==> config.mk <==
export PLATFORM = sky130hd
export DESIGN_NAME = dither_quant_pipe_flat
export DESIGN_NICKNAME = d
export VERILOG_FILES = /design/src/rtl/dither_quant_pipe_pkg.sv /design/src/rtl/dither_quant_pipe_if.sv /design/src/rtl/dither_matrix_ram.sv /design/src/rtl/dither_quant_pipe.sv /design/src/flat_wrapper.sv
export SDC_FILE = /design/constraint.sdc
export NUM_CORES = 2
export LEC_CHECK = 0
export ABC_AREA = 1
export BUFFER_PORTS_ARGS = -buffer_cell sky130_fd_sc_hd__buf_2
export CAP_MARGIN = 30
export CORE_ASPECT_RATIO = 1.1
export CORE_MARGIN = 3
export CORE_UTILIZATION = 40
export DETAILED_ROUTE_END_ITERATION = 10
export GPL_ROUTABILITY_DRIVEN = 1
export PLACE_DENSITY_LB_ADDON = 0.1
export SKIP_LAST_GASP = 1
export SLEW_MARGIN = 25
export SYNTH_ARGS = -nofsm -noshare
export SYNTH_HDL_FRONTEND = slang
export SYNTH_HIERARCHICAL = 1
export SYNTH_SLANG_ARGS = --single-unit
==> constraint.sdc <==
create_clock -name clk -period 10.9 [get_ports clk]
set_input_delay 1.635 -clock clk [delete_from_list [all_inputs] [get_ports clk]]
set_output_delay 1.635 -clock clk [all_outputs]
set_load 0.02 [all_outputs]
==> src/rtl/dither_quant_pipe_pkg.sv <==
// dither_quant_pipe_pkg: dither mode type, default Bayer tile and elaboration-time channel helpers
package dither_quant_pipe_pkg;
    typedef enum logic [1:0] {
        MODE_OFF     = 2'd0,
        MODE_ORDERED = 2'd1,
        MODE_ROUND   = 2'd2,
        MODE_RSVD    = 2'd3
    } dither_mode_e;
    localparam logic [7:0] BAYER4 [16] = '{
        8'd0,   8'd128, 8'd32,  8'd160,
        8'd192, 8'd64,  8'd224, 8'd96,
        8'd48,  8'd176, 8'd16,  8'd144,
        8'd240, 8'd112, 8'd208, 8'd80
    };
    function automatic int ch_bits(logic [31:0] cb, int c);
        return int'(cb[4*c +: 4]);
    endfunction
    function automatic int ch_lsb(logic [31:0] cb, int c);
        int s = 0;
        for (int i = 0; i < c; i++) s += ch_bits(cb, i);
        return s;
    endfunction
    function automatic int step_for_bits(int frac_w, int bits);
        return (1 << frac_w) / ((1 << bits) - 1);
    endfunction
endpackage

==> src/rtl/dither_quant_pipe_if.sv <==
// dither_quant_pipe_if: fragment in/out valid-ready streams plus matrix config write port
//   master drives fragments, out_ready and cfg writes; slave is the dither pipe
interface dither_quant_pipe_if #(
    parameter int NUM_CH   = 3,
    parameter int IN_W     = 16,
    parameter int MAT_LOG2 = 4,
    parameter int DITH_W   = 8,
    parameter int OUT_W    = 16
);
    logic                     in_valid;
    logic                     in_ready;
    logic [MAT_LOG2-1:0]      frag_x;
    logic [MAT_LOG2-1:0]      frag_y;
    logic [NUM_CH*IN_W-1:0]   color_in;
    logic [1:0]               mode;
    logic [MAT_LOG2-1:0]      x_off;
    logic [MAT_LOG2-1:0]      y_off;
    logic                     out_valid;
    logic                     out_ready;
    logic [OUT_W-1:0]         color_out;
    logic                     cfg_we;
    logic [2*MAT_LOG2-1:0]    cfg_addr;
    logic [DITH_W-1:0]        cfg_wdata;
    modport master (
        output in_valid, frag_x, frag_y, color_in, mode, x_off, y_off, out_ready, cfg_we, cfg_addr, cfg_wdata,
        input  in_ready, out_valid, color_out
    );
    modport slave (
        input  in_valid, frag_x, frag_y, color_in, mode, x_off, y_off, out_ready, cfg_we, cfg_addr, cfg_wdata,
        output in_ready, out_valid, color_out
    );
endinterface

==> src/rtl/dither_matrix_ram.sv <==
// dither_matrix_ram: 1W/1R synchronous dither matrix store, read-before-write, not reset
module dither_matrix_ram
  import dither_quant_pipe_pkg::*;
#(
  parameter int    MAT_LOG2  = 4,
  parameter int    DITH_W    = 8,
  parameter string INIT_FILE = ""
) (
  input  logic                  clk,
  input  logic                  re_i,
  input  logic [2*MAT_LOG2-1:0] raddr_i,
  output logic [DITH_W-1:0]     rdata_o,
  input  logic                  we_i,
  input  logic [2*MAT_LOG2-1:0] waddr_i,
  input  logic [DITH_W-1:0]     wdata_i
);
  localparam int DEPTH = 1 << (2 * MAT_LOG2);
  logic [DITH_W-1:0] mem_q [DEPTH];
  logic [DITH_W-1:0] rdata_q;
  initial begin
    for (int i = 0; i < DEPTH; i++) mem_q[i] = DITH_W'(BAYER4[{i[MAT_LOG2 +: 2], i[1:0]}]);
  end
  always_ff @(posedge clk) begin
    if (re_i) rdata_q <= mem_q[raddr_i];
    if (we_i) mem_q[waddr_i] <= wdata_i;
  end
  assign rdata_o = rdata_q;
endmodule

==> src/rtl/dither_quant_pipe.sv <==
// dither_quant_pipe: 3-stage ordered-dither + saturate + quantise of NUM_CH Q4.FRAC_W channels
//   clk, rst (async, active-high)
//   bus.slave : fragment in (valid/ready, x/y, colour, mode, x/y offsets), result out (valid/ready, colour),
//               matrix config write (we/addr/wdata)
module dither_quant_pipe
    import dither_quant_pipe_pkg::*;
#(
    parameter int                   NUM_CH    = 3,
    parameter int                   IN_W      = 16,
    parameter int                   FRAC_W    = 12,
    parameter logic [NUM_CH*4-1:0]  CH_BITS   = {4'd5, 4'd6, 4'd5},
    parameter int                   MAT_LOG2  = 4,
    parameter int                   DITH_W    = 8,
    parameter string                INIT_FILE = ""
) (
    input logic           clk,
    input logic           rst,
    dither_quant_pipe_if.slave bus
);
    localparam int OUT_W = ch_lsb(32'(CH_BITS), NUM_CH);
    localparam int OW    = FRAC_W + 1;
    localparam int SW    = IN_W + 1;
    localparam logic [SW-1:0] ONE = SW'(1) << FRAC_W;
    logic                        adv;
    logic [MAT_LOG2-1:0]         ax, ay;
    logic [DITH_W-1:0]           d;
    logic                        v0_q, v1_q, out_valid_q;
    logic [NUM_CH*IN_W-1:0]      col0_q, col1_q;
    dither_mode_e                mode0_q;
    logic [NUM_CH-1:0][OW-1:0]   off1_q, off1_d;
    logic [OUT_W-1:0]            color_out_q, color_out_d;
    // the whole pipe moves as one; a stalled output freezes every stage
    assign adv          = !out_valid_q || bus.out_ready;
    assign bus.in_ready  = adv;
    assign bus.out_valid = out_valid_q;
    assign bus.color_out = color_out_q;
    assign ax = bus.frag_x + bus.x_off;
    assign ay = bus.frag_y + bus.y_off;
    dither_matrix_ram #(.MAT_LOG2(MAT_LOG2), .DITH_W(DITH_W), .INIT_FILE(INIT_FILE)) u_ram (
        .clk     (clk),
        .re_i    (adv),
        .raddr_i ({ay, ax}),
        .rdata_o (d),
        .we_i    (bus.cfg_we),
        .waddr_i (bus.cfg_addr),
        .wdata_i (bus.cfg_wdata)
    );
    for (genvar c = 0; c < NUM_CH; c++) begin : g_ch
        localparam int            B    = ch_bits(32'(CH_BITS), c);
        localparam int            LSB  = ch_lsb(32'(CH_BITS), c);
        localparam logic [OW-1:0] STEP = OW'(step_for_bits(FRAC_W, B));
        localparam logic [7:0]    MAXC = 8'((1 << B) - 1);
        logic [DITH_W+OW-1:0] prod0;
        logic [IN_W-1:0]      in_c;
        logic [SW-1:0]        sat, sum, clip;
        logic [SW+7:0]        prod1;
        assign prod0     = (DITH_W+OW)'(d) * (DITH_W+OW)'(STEP);
        assign off1_d[c] = mode0_q == MODE_ORDERED ? prod0[DITH_W +: OW] :
                           mode0_q == MODE_ROUND   ? STEP >> 1 : '0;
        assign in_c  = col1_q[c*IN_W +: IN_W];
        assign sat   = in_c[IN_W-1] ? '0 : ({1'b0, in_c} > ONE ? ONE : {1'b0, in_c});
        assign sum   = sat + SW'(off1_q[c]);
        assign clip  = sum > ONE ? ONE : sum;
        assign prod1 = (SW+8)'(clip) * (SW+8)'(MAXC);
        assign color_out_d[LSB +: B] = prod1[FRAC_W +: B];
    end
    always_ff @(posedge clk or posedge rst) begin
        if (rst) begin
            v0_q        <= 1'b0;
            v1_q        <= 1'b0;
            out_valid_q <= 1'b0;
            col0_q      <= '0;
            col1_q      <= '0;
            mode0_q     <= MODE_OFF;
            off1_q      <= '0;
            color_out_q <= '0;
        end else if (adv) begin
            v0_q        <= bus.in_valid;
            col0_q      <= bus.color_in;
            mode0_q     <= dither_mode_e'(bus.mode);
            v1_q        <= v0_q;
            col1_q      <= col0_q;
            off1_q      <= off1_d;
            out_valid_q <= v1_q;
            color_out_q <= color_out_d;
        end
    end
endmodule
==> src/flat_wrapper.sv <==
// flat-port wrapper written by rule: the top's interface ports become plain ports
module dither_quant_pipe_flat import dither_quant_pipe_pkg::*;
#(
    parameter int                   NUM_CH    = 3,
    parameter int                   IN_W      = 16,
    parameter int                   FRAC_W    = 12,
    parameter logic [NUM_CH*4-1:0]  CH_BITS   = {4'd5, 4'd6, 4'd5},
    parameter int                   MAT_LOG2  = 4,
    parameter int                   DITH_W    = 8,
    parameter string                INIT_FILE = ""
)
  (clk, rst, bus_in_valid, bus_frag_x, bus_frag_y, bus_color_in, bus_mode, bus_x_off, bus_y_off, bus_out_ready, bus_cfg_we, bus_cfg_addr, bus_cfg_wdata, bus_in_ready, bus_out_valid, bus_color_out);
  dither_quant_pipe_if #(.NUM_CH(NUM_CH), .IN_W(IN_W), .MAT_LOG2(MAT_LOG2), .DITH_W(DITH_W)) bus_i ();
  input logic clk;
  input logic rst;
  input wire logic [$bits(bus_i.in_valid)-1:0] bus_in_valid;
  input wire logic [$bits(bus_i.frag_x)-1:0] bus_frag_x;
  input wire logic [$bits(bus_i.frag_y)-1:0] bus_frag_y;
  input wire logic [$bits(bus_i.color_in)-1:0] bus_color_in;
  input wire logic [$bits(bus_i.mode)-1:0] bus_mode;
  input wire logic [$bits(bus_i.x_off)-1:0] bus_x_off;
  input wire logic [$bits(bus_i.y_off)-1:0] bus_y_off;
  input wire logic [$bits(bus_i.out_ready)-1:0] bus_out_ready;
  input wire logic [$bits(bus_i.cfg_we)-1:0] bus_cfg_we;
  input wire logic [$bits(bus_i.cfg_addr)-1:0] bus_cfg_addr;
  input wire logic [$bits(bus_i.cfg_wdata)-1:0] bus_cfg_wdata;
  output wire logic [$bits(bus_i.in_ready)-1:0] bus_in_ready;
  output wire logic [$bits(bus_i.out_valid)-1:0] bus_out_valid;
  output wire logic [$bits(bus_i.color_out)-1:0] bus_color_out;
  assign bus_i.in_valid = bus_in_valid;
  assign bus_i.frag_x = bus_frag_x;
  assign bus_i.frag_y = bus_frag_y;
  assign bus_i.color_in = bus_color_in;
  assign bus_i.mode = bus_mode;
  assign bus_i.x_off = bus_x_off;
  assign bus_i.y_off = bus_y_off;
  assign bus_i.out_ready = bus_out_ready;
  assign bus_i.cfg_we = bus_cfg_we;
  assign bus_i.cfg_addr = bus_cfg_addr;
  assign bus_i.cfg_wdata = bus_cfg_wdata;
  assign bus_in_ready = bus_i.in_ready;
  assign bus_out_valid = bus_i.out_valid;
  assign bus_color_out = bus_i.color_out;
  dither_quant_pipe #(.NUM_CH(NUM_CH), .IN_W(IN_W), .FRAC_W(FRAC_W), .CH_BITS(CH_BITS), .MAT_LOG2(MAT_LOG2), .DITH_W(DITH_W), .INIT_FILE(INIT_FILE)) u_core (.clk(clk), .rst(rst), .bus(bus_i));
endmodule
==> results.yml <==
run_status:
  status: "finished, final reports clean"
power_and_ir_drop:
  power.density_mw_per_mm2: 208.7
  clock_power_share_pct: 34.1
  switching_power_uw: 6892
  p_int_uw: 15220
  p_leak_uw: 0.03907
  netSwitchingFraction_pct: 31.17
  ir_worst_vdd_v: 0.0001716
  seq_power_share_pct: 43.2
  power_frac_comb_pct: 22.7
yosys:
  synth-seq-area-share_pct: 68.08
  synth_cells: 8565
  synth_seq_cells: 2188
  synth_ff_type: "edfxtp_1"
  synthDistinctLibCells: 53
  synth_edf_count: 2056
  syn_area_per_cell_sq_um: 11.15
  ys.warnings.count: 6
  async_flop_share_pct: 6.033
  synth_area_sq_mm: 0.09553
die:
  die_h_um: 518.6
  die-area_sq_mm: 0.2447
  initial_utilization_pct: 40.35
  core-area_sq_mm: 0.2368
  fp-row-count: 187
  io_pins: 105
  dieWidth_um: 472.0
sta:
  timing.final.crit_period_ns: 6.703
  finalClockSkew_ns: 0.05140
  fin_crit_sh_pct: 61.49
  tns_ns: 0
  max_slew_margin_pct: 24.69
  max_freq_mhz: 149.2
  hold_viol_final: 0
  slew_violations: 0
  max_slew.worst_pin.slew_ns: 1.130
  fin_hold_ws_ns: 0.4782
  rsz0062_at_grt: "no"
  setup_violations: 0
critical_path:
  cp_top_family: "adder cells"
  endpoint_kind: "flip-flop"
  max_stage_delay_ns: 0.55
  crit_top_cell: "nand2_1"
  cp_data_arrival_time_ns: 7.49
  rrSetupSlack_ns: 4.20
  reg2regPathDepth: 38
  cp-startpoint: "u_core/col1_q[15]"
  cp.required_ns: 11.69
  r2r-end: "u_core/bus.color_out[3]"
  r2r_start: "u_core/col1_q[15]"
  path_buf_inv: 7
  crit_path_max_fanout: 13
  startpoint_type: "flip-flop"
  critPathCapture: "u_core/bus.color_out[3]"
  cp_slowest_cell: "fa_1"
  cp_num_cells: 38
  worstSetupPathType: "flip-flop to flip-flop"
final_layout:
  regArea_sq_mm: 0.06504
  multi_input_area_sq_mm: 0.02678
  instances_no_fill: 11812
  post-route-util_pct: 44.75
  drive_above_1_share_pct: 6.708
  fill_cells: 22105
  layout_common_cells: "nand2_1 (2533), nand3_1 (2073), edfxtp_1 (2056)"
  syn_to_final_growth_pct: 10.91
  fin_nets: 8790
  final_common_cell: "nand2_1"
  final_area_sq_mm: 0.1060
place:
  hpwl_mm: 155.5
  place.port_buffers: 104
  gp_congestion: 0.8434
  placed_area_sq_mm: 0.09855
  place_inst: 11378
worst_hold_path:
  hold_class: "flip-flop to flip-flop"
  min_from: "u_core/bus.color_out[14]"
clocking:
  clk_latency_ns: 0.88
  cts_setup_buffers: 0
  hold_buffers: 0
  cts_tree: "built"
  root_buffer: "clkbuf_16"
  cts_resized: 0
  clk_pin_slew_ns: 0.06
  cts_buffers: 225
  h-tree-depth: 4
  clock_sinks: 2188
  cts_buffer_depth: 3
global_routing:
  grt_max_degree: 215
  grt_pass1_wl_mm: 408.0
  globalRouteOverflowTotal: 0
  antenna_found_initial: 11
  grtUsageTotal_pct: 22.04
  grt_pass1_vias: 61599
route:
  wl_per_cell_um: 23.19
  drtIter0Drc: 5684
  viasPerCell: 5.313
  num_vias: 62756
  drc_errors: 0
  firstDrtPassIters: 6
  routed_wl_mm: 274.0
  antenna_left: 0
run:
  maxCapViolations: 0
==> sequential cells by signal, indices dropped and copies added (netlist names) <==
| register | flops |
|---|---|
| u_core/bus.color_out | 16 |
| u_core/v0_q | 1 |
| u_core/col0_q | 48 |
| u_core/bus.out_valid | 1 |
| u_core/u_ram/mem_q | 2048 |
| u_core/u_ram/rdata_o | 8 |
| u_core/mode0_q | 2 |
| u_core/col1_q | 48 |
| u_core/v1_q | 1 |
| u_core/off1_q | 15 |
==> logic make-up after synthesis <==
group,after synthesis,synth area share [%]
AOI/OAI and AO/OA,183,1.132
and+or+nand+nor,5082,22.86
xor gates and xnor gates,46,0.4217
buffers and inverters,862,4.084
DFF,2188,68.08
other,2,0.007861
adders and majority gates,202,3.416
==> how the worst min path moves through the flow <==
| stage | cells past startpoint | end |
|---|---|---|
| 2_1_floorplan | 1 | u_core/bus.out_valid |
| 3_3_place_gp | 1 | u_core/bus.out_valid |
| 3_5_place_dp | 1 | u_core/bus.out_valid |
| 4_1_cts | 2 | u_core/bus.color_out[14] |
| 5_1_grt | 2 | u_core/bus.color_out[12] |
| 6_report | 2 | u_core/bus.color_out[14] |
==> worst reg2reg max path: cells and delay by family, from the launching register on <==
family	cells	cell delay, ns
compound gates	4	0.57
xor+xnor	1	0.14
fa+ha+maj	6	2.52
buf+inv	7	0.60
flops	1	0.38
simple gates	20	2.43
==> cells in the mapped netlist, types with 2 or more instances <==
master | count | area [sq um]
nand3_1 | 2073 | 10370
o21a_1 | 2 | 15.01
nand3_2 | 4 | 40.04
nor2_1 | 409 | 1535
a31o_2 | 5 | 43.79
xnor2_1 | 27 | 236.5
nor3_1 | 4 | 20.02
nand4_1 | 11 | 68.82
inv_1 | 335 | 1257
a22o_1 | 2 | 17.52
o21bai_1 | 9 | 67.56
a32o_1 | 4 | 40.04
o21ai_2 | 2 | 17.52
dfrtp_1 | 132 | 3303
edfxtp_1 | 2056 | 61740
conb_1 | 2 | 7.510
fa_1 | 98 | 1962
ha_1 | 104 | 1301
o2111ai_1 | 2 | 17.52
o211ai_1 | 2 | 15.01
o31ai_1 | 7 | 52.55
a21oi_1 | 46 | 230.2
a31oi_1 | 2 | 12.51
a21o_1 | 2 | 15.01
nand3b_1 | 6 | 45.04
buf_6 | 17 | 191.4
buf_2 | 268 | 1341
buf_4 | 46 | 345.3
a221o_1 | 2 | 20.02
nor2_2 | 3 | 18.77
nand2_2 | 20 | 125.1
nand2_1 | 2547 | 9560
clkbuf_1 | 136 | 510.5
o21ai_0 | 87 | 435.4
buf_1 | 43 | 161.4
inv_2 | 13 | 48.80
xor2_1 | 19 | 166.4
a21oi_2 | 3 | 26.28
==> power groups by stage <==
stage,Combinational (uW),Clock (uW),Sequential (uW)
2_1_floorplan,3500,0,9690
3_3_place_gp,5010,0,9730
3_5_place_dp,5060,0,9730
4_1_cts,5090,7730,9550
5_1_grt,5720,8050,9570
6_report,5010,7550,9550
==> layout make-up <==
class | instances | area share, %
Sequential cell | 2188 | 61.39
Multi-Input combinational cell | 5533 | 25.28
Clock buffer | 296 | 5.565
Tap cell | 3118 | 3.682
Timing Repair Buffer | 203 | 1.614
Inverter | 350 | 1.286
Clock inverter | 121 | 1.183
Antenna cell | 3 | 0.007085
==> stage by stage <==
stage / total power (uW) / setup WS (ns)
floorplan: 13190 / 4.959
global placement: 14740 / 4.111
detailed placement: 14790 / 4.170
CTS: 22370 / 4.149
global route: 23340 / 3.395
finish: 22110 / 4.197
==> layer usage <==
metal | global-route usage [%] | up-vias | wire, um
met5 | 0 | - | 34
met4 | 6.667 | 6 | 7933
met3 | 3.023 | 382 | 13740
met2 | 36.52 | 1552 | 132900
met1 | 30.19 | 31270 | 119300
li1 | - | 29546 | -
No activity file was read; power rests on OpenSTA's default activity.
